**src/rtl/lkahead_destport_decoder.sv**
```systemverilog
// Look-ahead destination-port decoder: turns the {x,y,a,b} field of a head flit into a one-hot switch request.
// Optional LKAHEAD_ADAPT_RESELECT_EN: re-evaluates the adaptive x/y choice every cycle until the grant.
module lkahead_destport_decoder #(
    parameter int P  = 5,
    parameter int CW = 4
) (
    input  logic          clk,
    input  logic          reset,
    input  logic          flit_in_wr,
    input  logic          hdr_flg_in,
    input  logic          tail_flg_in,
    input  logic [P-2:0]  lkdestport_encoded,
    input  logic [CW-1:0] credit_x,
    input  logic [CW-1:0] credit_y,
    input  logic          port_grant,
    output logic [P-1:0]  dest_port,
    output logic          dest_port_valid,
    output logic          busy,
    output logic          hdr_err
);

    // state | meaning
    // IDLE  | no packet in flight
    // REQ   | head captured, request pending
    // HOLD  | granted, waiting for the tail
    typedef enum logic [1:0] {IDLE, REQ, HOLD} state_t;

    localparam logic [P-1:0] LOCAL = P'(1);
    localparam logic [P-1:0] EAST  = P'(2);
    localparam logic [P-1:0] NORTH = P'(4);
    localparam logic [P-1:0] WEST  = P'(8);
    localparam logic [P-1:0] SOUTH = P'(16);

    state_t       state, state_next;
    logic [P-2:0] cap;
    logic         sel_y;
    logic         tail_seen;
    logic         capture;
    logic         tail_now;
    logic         y_better;

    function automatic logic [P-1:0] decode(input logic [P-2:0] f, input logic sy);
        logic [P-1:0] xp;
        logic [P-1:0] yp;
        logic [P-1:0] r;
        xp = f[P-2] ? EAST : WEST;
        yp = f[P-3] ? NORTH : SOUTH;
        case (f[1:0])
            2'b00:   r = LOCAL;
            2'b10:   r = xp;
            2'b01:   r = yp;
            default: r = sy ? yp : xp;
        endcase
        return r;
    endfunction

    assign capture  = (state == IDLE) && flit_in_wr && hdr_flg_in;
    // A head flit outside IDLE is discarded entirely, including any tail marker it carries.
    assign tail_now = flit_in_wr && tail_flg_in && !hdr_flg_in;
    assign y_better = credit_y > credit_x;

    always_ff @(posedge clk or negedge reset) begin
        if (!reset) begin
            state <= IDLE;
        end else begin
            state <= state_next;
        end
    end

    always_comb begin
        state_next = state;
        case (state)
            IDLE: begin
                if (capture) begin
                    state_next = REQ;
                end
            end
            REQ: begin
                if (port_grant) begin
                    state_next = (tail_seen || tail_now) ? IDLE : HOLD;
                end
            end
            HOLD: begin
                if (tail_now) begin
                    state_next = IDLE;
                end
            end
            default: state_next = IDLE;
        endcase
    end

    always_comb begin
        dest_port_valid = (state == REQ);
        busy            = (state != IDLE);
        dest_port       = (state == IDLE) ? '0 : decode(cap, sel_y);
    end

    always_ff @(posedge clk or negedge reset) begin
        if (!reset) begin
            cap       <= '0;
            sel_y     <= 1'b0;
            tail_seen <= 1'b0;
            hdr_err   <= 1'b0;
        end else begin
            if (capture) begin
                cap   <= lkdestport_encoded;
                sel_y <= y_better;
            end
`ifdef LKAHEAD_ADAPT_RESELECT_EN
            else if (state == REQ && !port_grant && cap[1:0] == 2'b11) begin
                sel_y <= y_better;
            end
`endif

            if (state != IDLE && state_next == IDLE) begin
                tail_seen <= 1'b0;
            end else if (capture) begin
                tail_seen <= tail_flg_in;
            end else if (state == REQ && tail_now) begin
                tail_seen <= 1'b1;
            end

            if (state != IDLE && flit_in_wr && hdr_flg_in) begin
                hdr_err <= 1'b1;
            end
        end
    end

endmodule

```
**config.mk**
```make
export PLATFORM = sky130hd
export DESIGN_NAME = lkahead_destport_decoder
export DESIGN_NICKNAME = d
export VERILOG_FILES = /design/src/rtl/lkahead_destport_decoder.sv
export SDC_FILE = /design/constraint.sdc
export NUM_CORES = 1
export LEC_CHECK = 0
export ABC_AREA = 1
export BUFFER_PORTS_ARGS = -buffer_cell sky130_fd_sc_hd__buf_2
export CORE_MARGIN = 10
export CORE_UTILIZATION = 44
export DETAILED_ROUTE_END_ITERATION = 8
export PLACE_DENSITY = 0.76
export SLEW_MARGIN = 30
export SYNTH_ARGS = -nofsm -noshare
export SYNTH_HDL_FRONTEND = slang
export SYNTH_SLANG_ARGS = --single-unit
```
**constraint.sdc**
```tcl
create_clock -name clk -period 1.4 [get_ports clk]
set_input_delay 0.14 -clock clk [delete_from_list [all_inputs] [get_ports clk]]
set_output_delay 0.14 -clock clk [all_outputs]
set_load 0.02 [all_outputs]
```
==> flow_metrics.env, run 1 <==
export IMPL_slew_headroom=0.852
export IMPL_fin_setup_tns_ns=0
export IMPL_required_ns=1.26
export IMPL_seq_power_share=0.362
export IMPL_clkTransAtPathRegs_ns=0.06
export IMPL_via_per_inst=4.78
export IMPL_p_total_mw=1.29
export IMPL_endpoint_kind="output pin"
export IMPL_antenna_found_initial=0
export IMPL_layout_common_cells="buf_2 (24), nand2_1 (18), inv_1 (12), nor2_1 (12), dfrtp_1 (7)"
export IMPL_yosys_cell_types_count=18
export IMPL_numCtsBuffers=3
export IMPL_routed_wirelength_um=1450
export IMPL_p_comb_frac=0.479
export IMPL_drive_above_1_share=0.367
export IMPL_nets=132
export IMPL_fin_crit_sh=0.971
export IMPL_netlist_area_um2=574
export IMPL_fmax_mhz=735
export IMPL_p_clk_frac=0.159
export IMPL_std_cell_rows=12
export IMPL_crit_type="flip-flop to output pin"
export IMPL_worst_path_buf_inv=2
export IMPL_grt_first_pass_wirelength_um=2420
export IMPL_ant_nets=0
export IMPL_area_growth_pct=35.5
export IMPL_swShare=0.434
export IMPL_tightest_slew_ns=0.219
export IMPL_diodes=0
export IMPL_pre_cts_slack_ns=0.165
export IMPL_die_w_um=56.1
export IMPL_drc=0
export IMPL_drt_iter0_drc=17
export IMPL_intPower_uw=729
export IMPL_vias=588
export IMPL_cts_tree="yes"
export IMPL_startpoint_type="flip-flop"
export IMPL_outcome="finished clean"
export IMPL_critical_path_cell_chain="nor2_4 -> buf_4 -> nor3_1 -> buf_2"
export IMPL_crit_family="flip-flops"
export IMPL_dieHeight_um=56.1
export IMPL_dieArea_um2=3150
export IMPL_portBuffers=25
export IMPL_hold_viol=0
export IMPL_syn_inst=77
export IMPL_synth_area_per_cell_um2=7.46
export IMPL_clock_path_buffers=2
export IMPL_arrival_ns=1.22
export IMPL_coreArea_um2=1170
export IMPL_synth_seq_cells=9
export IMPL_setup_ws_ns=0.0399
export IMPL_fin_crit_ns=1.36
export IMPL_grt_max_degree=12
export IMPL_hp_class="input pin to flip-flop"
export IMPL_overflow=0
export IMPL_syn_nets=99
export IMPL_ir_worst_vdd_mv=0.988
export IMPL_maxSlewViolCount=0
export IMPL_multiInputGateArea_um2=297
export IMPL_start_util=0.490
export IMPL_final_common_cell="buf_2"
export IMPL_cp_slowest_stage_delay_ns=0.42
export IMPL_place_congestion=0.685
export IMPL_powerDensity_nw_per_um2=1650
export IMPL_worst_skew_pair_late_latency_ns=0.27
export IMPL_leakage_nw=0.467
export IMPL_rsz0062_at_grt="true"
export IMPL_io_pins=26
export IMPL_clock_sinks=9
export IMPL_track_usage=0.0949
export IMPL_first_pass_iters=4
export IMPL_crit_slowest_cell="dfrtp_2"
export IMPL_fillers=98
export IMPL_register_area_um2=228
export IMPL_wl_per_cell_um=11.8
export IMPL_cp_max_fo=5
export IMPL_switching_power_uw=558
export IMPL_ys_seq_area_frac=0.392
export IMPL_cts_root_buf="clkbuf_4"
export IMPL_yosysWarnings=0
export IMPL_grt_pass1_vias=591
export IMPL_place_hpwl_um=1200
export IMPL_maxCapViolCount=0
export IMPL_fin_skew_ns=0.00780
export IMPL_setup_violations=0
export IMPL_h_tree_depth=1
cells by family after synthesis:
family,count (synthesis),synth area share
buf+inv,14,0.105
compound gates,9,0.0959
simple gates,41,0.320
flops,9,0.392
fa+ha+maj,4,0.0871
cell usage after synthesis:
master | instances | area share
ha_1 | 4 | 0.087
o211ai_1 | 1 | 0.013
nand2_2 | 1 | 0.011
nor3_1 | 1 | 0.0087
o21bai_1 | 2 | 0.026
inv_1 | 13 | 0.085
nor2_4 | 1 | 0.020
nand3_2 | 1 | 0.017
o31ai_1 | 1 | 0.013
buf_6 | 1 | 0.020
nor2_1 | 12 | 0.078
a21oi_1 | 5 | 0.044
dfrtp_1 | 9 | 0.39
nand3_1 | 3 | 0.026
nand2_1 | 19 | 0.12
and2_1 | 1 | 0.011
or2_0 | 1 | 0.011
nor3b_1 | 1 | 0.013
per-stage QoR:
| step | area, µm² | utilization | hold WS [ns] | std cells |
|---|---|---|---|---|
| after global placement | 711 | 0.607 | 0.000347 | 115 |
| after CTS | 757 | 0.646 | 0.0990 | 121 |
| after detailed placement | 711 | 0.607 | 0.00477 | 115 |
| final | 778 | 0.665 | 0.0956 | 123 |
| after global routing | 778 | 0.665 | 0.106 | 123 |
| after floorplan | 579 | - | -0.156 | 77 |
routing by layer:
| metal | wire length [µm] | global-route usage | vias to the layer above |
|---|---|---|---|
| met5 | 0 | 0 | - |
| met4 | 31 | 0.0512 | 0 |
| met3 | 124 | 0.0524 | 5 |
| met2 | 681 | 0.148 | 20 |
| met1 | 615 | 0.0987 | 254 |
| li1 | - | - | 309 |
power by group through the flow:
| stage | Clock [mW] | Sequential [mW] | Combinational (mW) |
|---|---|---|---|
| floorplan | 0 | 0.442 | 0.395 |
| global placement | 0 | 0.458 | 0.521 |
| detailed placement | 0 | 0.462 | 0.537 |
| CTS | 0.210 | 0.460 | 0.567 |
| global route | 0.225 | 0.474 | 0.699 |
| finish | 0.205 | 0.465 | 0.617 |
cell type report:
class | count | share of cell area
clock buffer | 3 | 0.0289
tap | 14 | 0.0225
multi-input combinational | 54 | 0.381
inverter | 13 | 0.0627
clock inverter | 1 | 0.00643
sequential | 9 | 0.293
timing repair buffer | 29 | 0.206
worst paths after layout:
kind	from	to	slack, ns	cells past startpoint
max in group asynchronous	reset	state[1]	0.95	2
worst max register to register	state[0]	tail_seen	0.10	6
worst min register to register	hdr_err	hdr_err	0.49	1
worst max-delay path	state[1]	dest_port[0]	0.04	4
worst min-delay path	port_grant	state[0]	0.1	2
min in group asynchronous	reset	cap[2]	0.24	2
flip-flops by register name, indices dropped and copies added (netlist names):
name / count
sel_y: 1
cap: 4
tail_seen: 1
state: 2
hdr_err: 1
repair_timing:
item / CTS / global route
setup buffers: 1 / 2
hold buffers: 1 / 0
resized for setup: 1 / 4
pin swaps: 1 / 2
setup endpoints to repair: 4 / 5
endpoints found under the hold margin: 9 / 0
No activity file was read; power rests on OpenSTA's default activity.
==> run 2: changes to the inputs <==
--- a/config.mk
+++ b/config.mk
@@ -11,6 +11,7 @@
 export CORE_UTILIZATION = 44
 export DETAILED_ROUTE_END_ITERATION = 8
 export PLACE_DENSITY = 0.76
+export SETUP_SLACK_MARGIN = 0.05
 export SLEW_MARGIN = 30
 export SYNTH_ARGS = -nofsm -noshare
 export SYNTH_HDL_FRONTEND = slang
==> run 2 against run 1 <==
Compared with the run above:
- sequential share of layout area is 0.39 points lower
- largest power group unchanged
- hold slack better by 0.014 ns
- non-clock buffer count stayed put
- design area is 0.80% higher
- clock skew is 0.0045 ns lower
- routed wire length is 4.0% higher
- sequential cell count stayed put
- clock power is 2% higher
==> flow_metrics.env, run 2 (synthesis results as in run 1) <==
export IMPL_largest_reg_flops=4
export IMPL_leakage_nw=0.468
export IMPL_clkTransAtPathRegs_ns=0.07
export IMPL_via_per_inst=4.89
export IMPL_startpoint_type="flip-flop"
export IMPL_clock_sinks=9
export IMPL_fin_setup_tns_ns=0
export IMPL_place_hpwl_um=1200
export IMPL_hold_viol=0
export IMPL_slew_headroom=0.825
export IMPL_area_growth_pct=36.6
export IMPL_ant_nets=0
export IMPL_cp_max_fo=5
export IMPL_vias=601
export IMPL_setup_violations=0
export IMPL_fin_skew_ns=0.00326
export IMPL_wl_per_cell_um=12.3
export IMPL_largest_register="cap"
export IMPL_cts_tree="yes"
export IMPL_drc=0
export IMPL_routed_wirelength_um=1510
export IMPL_fin_crit_ns=1.34
export IMPL_first_pass_iters=4
export IMPL_fin_crit_sh=0.958
export IMPL_tightest_slew_ns=0.260
export IMPL_std_cell_rows=12
export IMPL_overflow=0
export IMPL_fmax_mhz=746
export IMPL_coreArea_um2=1170
export IMPL_antenna_found_initial=0
export IMPL_crit_slowest_cell="dfrtp_1"
export IMPL_reg2reg_slack_ns=0.13
export IMPL_grt_first_pass_wirelength_um=2440
export IMPL_outcome="finished clean"
export IMPL_drive_above_1_share=0.358
export IMPL_io_pins=26
export IMPL_dieHeight_um=56.1
export IMPL_dieArea_um2=3150
export IMPL_hp_class="input pin to flip-flop"
export IMPL_nets=132
export IMPL_maxCapViolCount=0
export IMPL_clock_path_buffers=2
export IMPL_cts_root_buf="clkbuf_4"
export IMPL_h_tree_depth=1
export IMPL_required_ns=1.26
export IMPL_endpoint_kind="output pin"
export IMPL_grt_max_degree=12
export IMPL_critical_path_cell_chain="nor2_4 -> buf_4 -> nor3_1 -> buf_2"
export IMPL_die_w_um=56.1
export IMPL_worst_hold_slack_ns=0.109
export IMPL_powerDensity_nw_per_um2=1670
export IMPL_final_common_cell="buf_2"
export IMPL_rsz0062_at_grt="true"
export IMPL_layout_common_cells="buf_2 (21), nand2_1 (18), inv_1 (12), nor2_1 (12), dfrtp_1 (8)"
export IMPL_numCtsBuffers=3
export IMPL_worst_skew_pair_late_latency_ns=0.27
export IMPL_diodes=0
export IMPL_drt_iter0_drc=22
export IMPL_crit_type="flip-flop to output pin"
export IMPL_grt_pass1_vias=581
export IMPL_reg_top3="cap: 4 flops, state: 2 flops"
export IMPL_start_util=0.490
export IMPL_arrival_ns=1.20
export IMPL_ir_worst_vdd_mv=1.03
export IMPL_track_usage=0.0945
export IMPL_portBuffers=25
export IMPL_place_congestion=0.685
export IMPL_maxSlewViolCount=0
export IMPL_cp_slowest_stage_delay_ns=0.38
run 2: per-stage QoR:
| stage | power (mW) | util | cells | setup slack, ns | instance area, µm² |
|---|---|---|---|---|---|
| final | 1.31 | 0.670 | 123 | 0.0590 | 785 |
| after CTS | 1.27 | 0.659 | 123 | 0.0648 | 772 |
| after global placement | 0.979 | 0.607 | 115 | 0.210 | 711 |
| after global routing | 1.41 | 0.670 | 123 | 0.0181 | 785 |
| after floorplan | 0.837 | - | 77 | 0.145 | 579 |
| after detailed placement | 0.999 | 0.607 | 115 | 0.165 | 711 |
run 2: where the power goes:
| part | total, mW | internal (mW) | switching [mW] |
|---|---|---|---|
| logic | 0.653 | 0.271 | 0.382 |
| clock network | 0.210 | 0.106 | 0.104 |
| registers | 0.446 | 0.363 | 0.0837 |
| total | 1.31 | 0.740 | 0.570 |
run 2: worst paths after layout:
kind,end,startpoint,cells past startpoint
worst max-delay path,dest_port[0],state[0],4
worst min register to register,hdr_err,hdr_err,1
min in group asynchronous,cap[2],reset,2
worst min-delay path,cap[0],lkdestport_encoded[0],3
max in group asynchronous,state[1],reset,2
worst max register to register,tail_seen,state[0],6
run 2: critical path, delay by kind of cell, from the launching register on:
| kind | cells | cell delay [ns] |
|---|---|---|
| buf+inv | 2 | 0.35 |
| flops | 1 | 0.38 |
| simple gates | 2 | 0.20 |
run 2: layout make-up:
type | instances | area (µm²)
clock buffer | 3 | 22.5
clock inverter | 1 | 5.00
tap | 14 | 17.5
inverter | 13 | 48.8
sequential | 9 | 226
timing repair buffer | 29 | 168
fill | 100 | 387
multi-input combinational | 54 | 297
run 2: repair_timing:
item,CTS,global route
hold buffers,1,0
resized for setup,1,6
endpoints found under the hold margin,9,0
buffers inserted,3,0
setup endpoints to repair,4,6
gates cloned,0,0
pin swaps,1,3
run 2: per-layer routing:
metal,part of all wire,up-vias,track usage
met1,0.43,268,0.105
li1,-,304,-
met2,0.47,24,0.143
met4,0.019,0,0.0410
met3,0.086,5,0.0524
met5,0,-,0
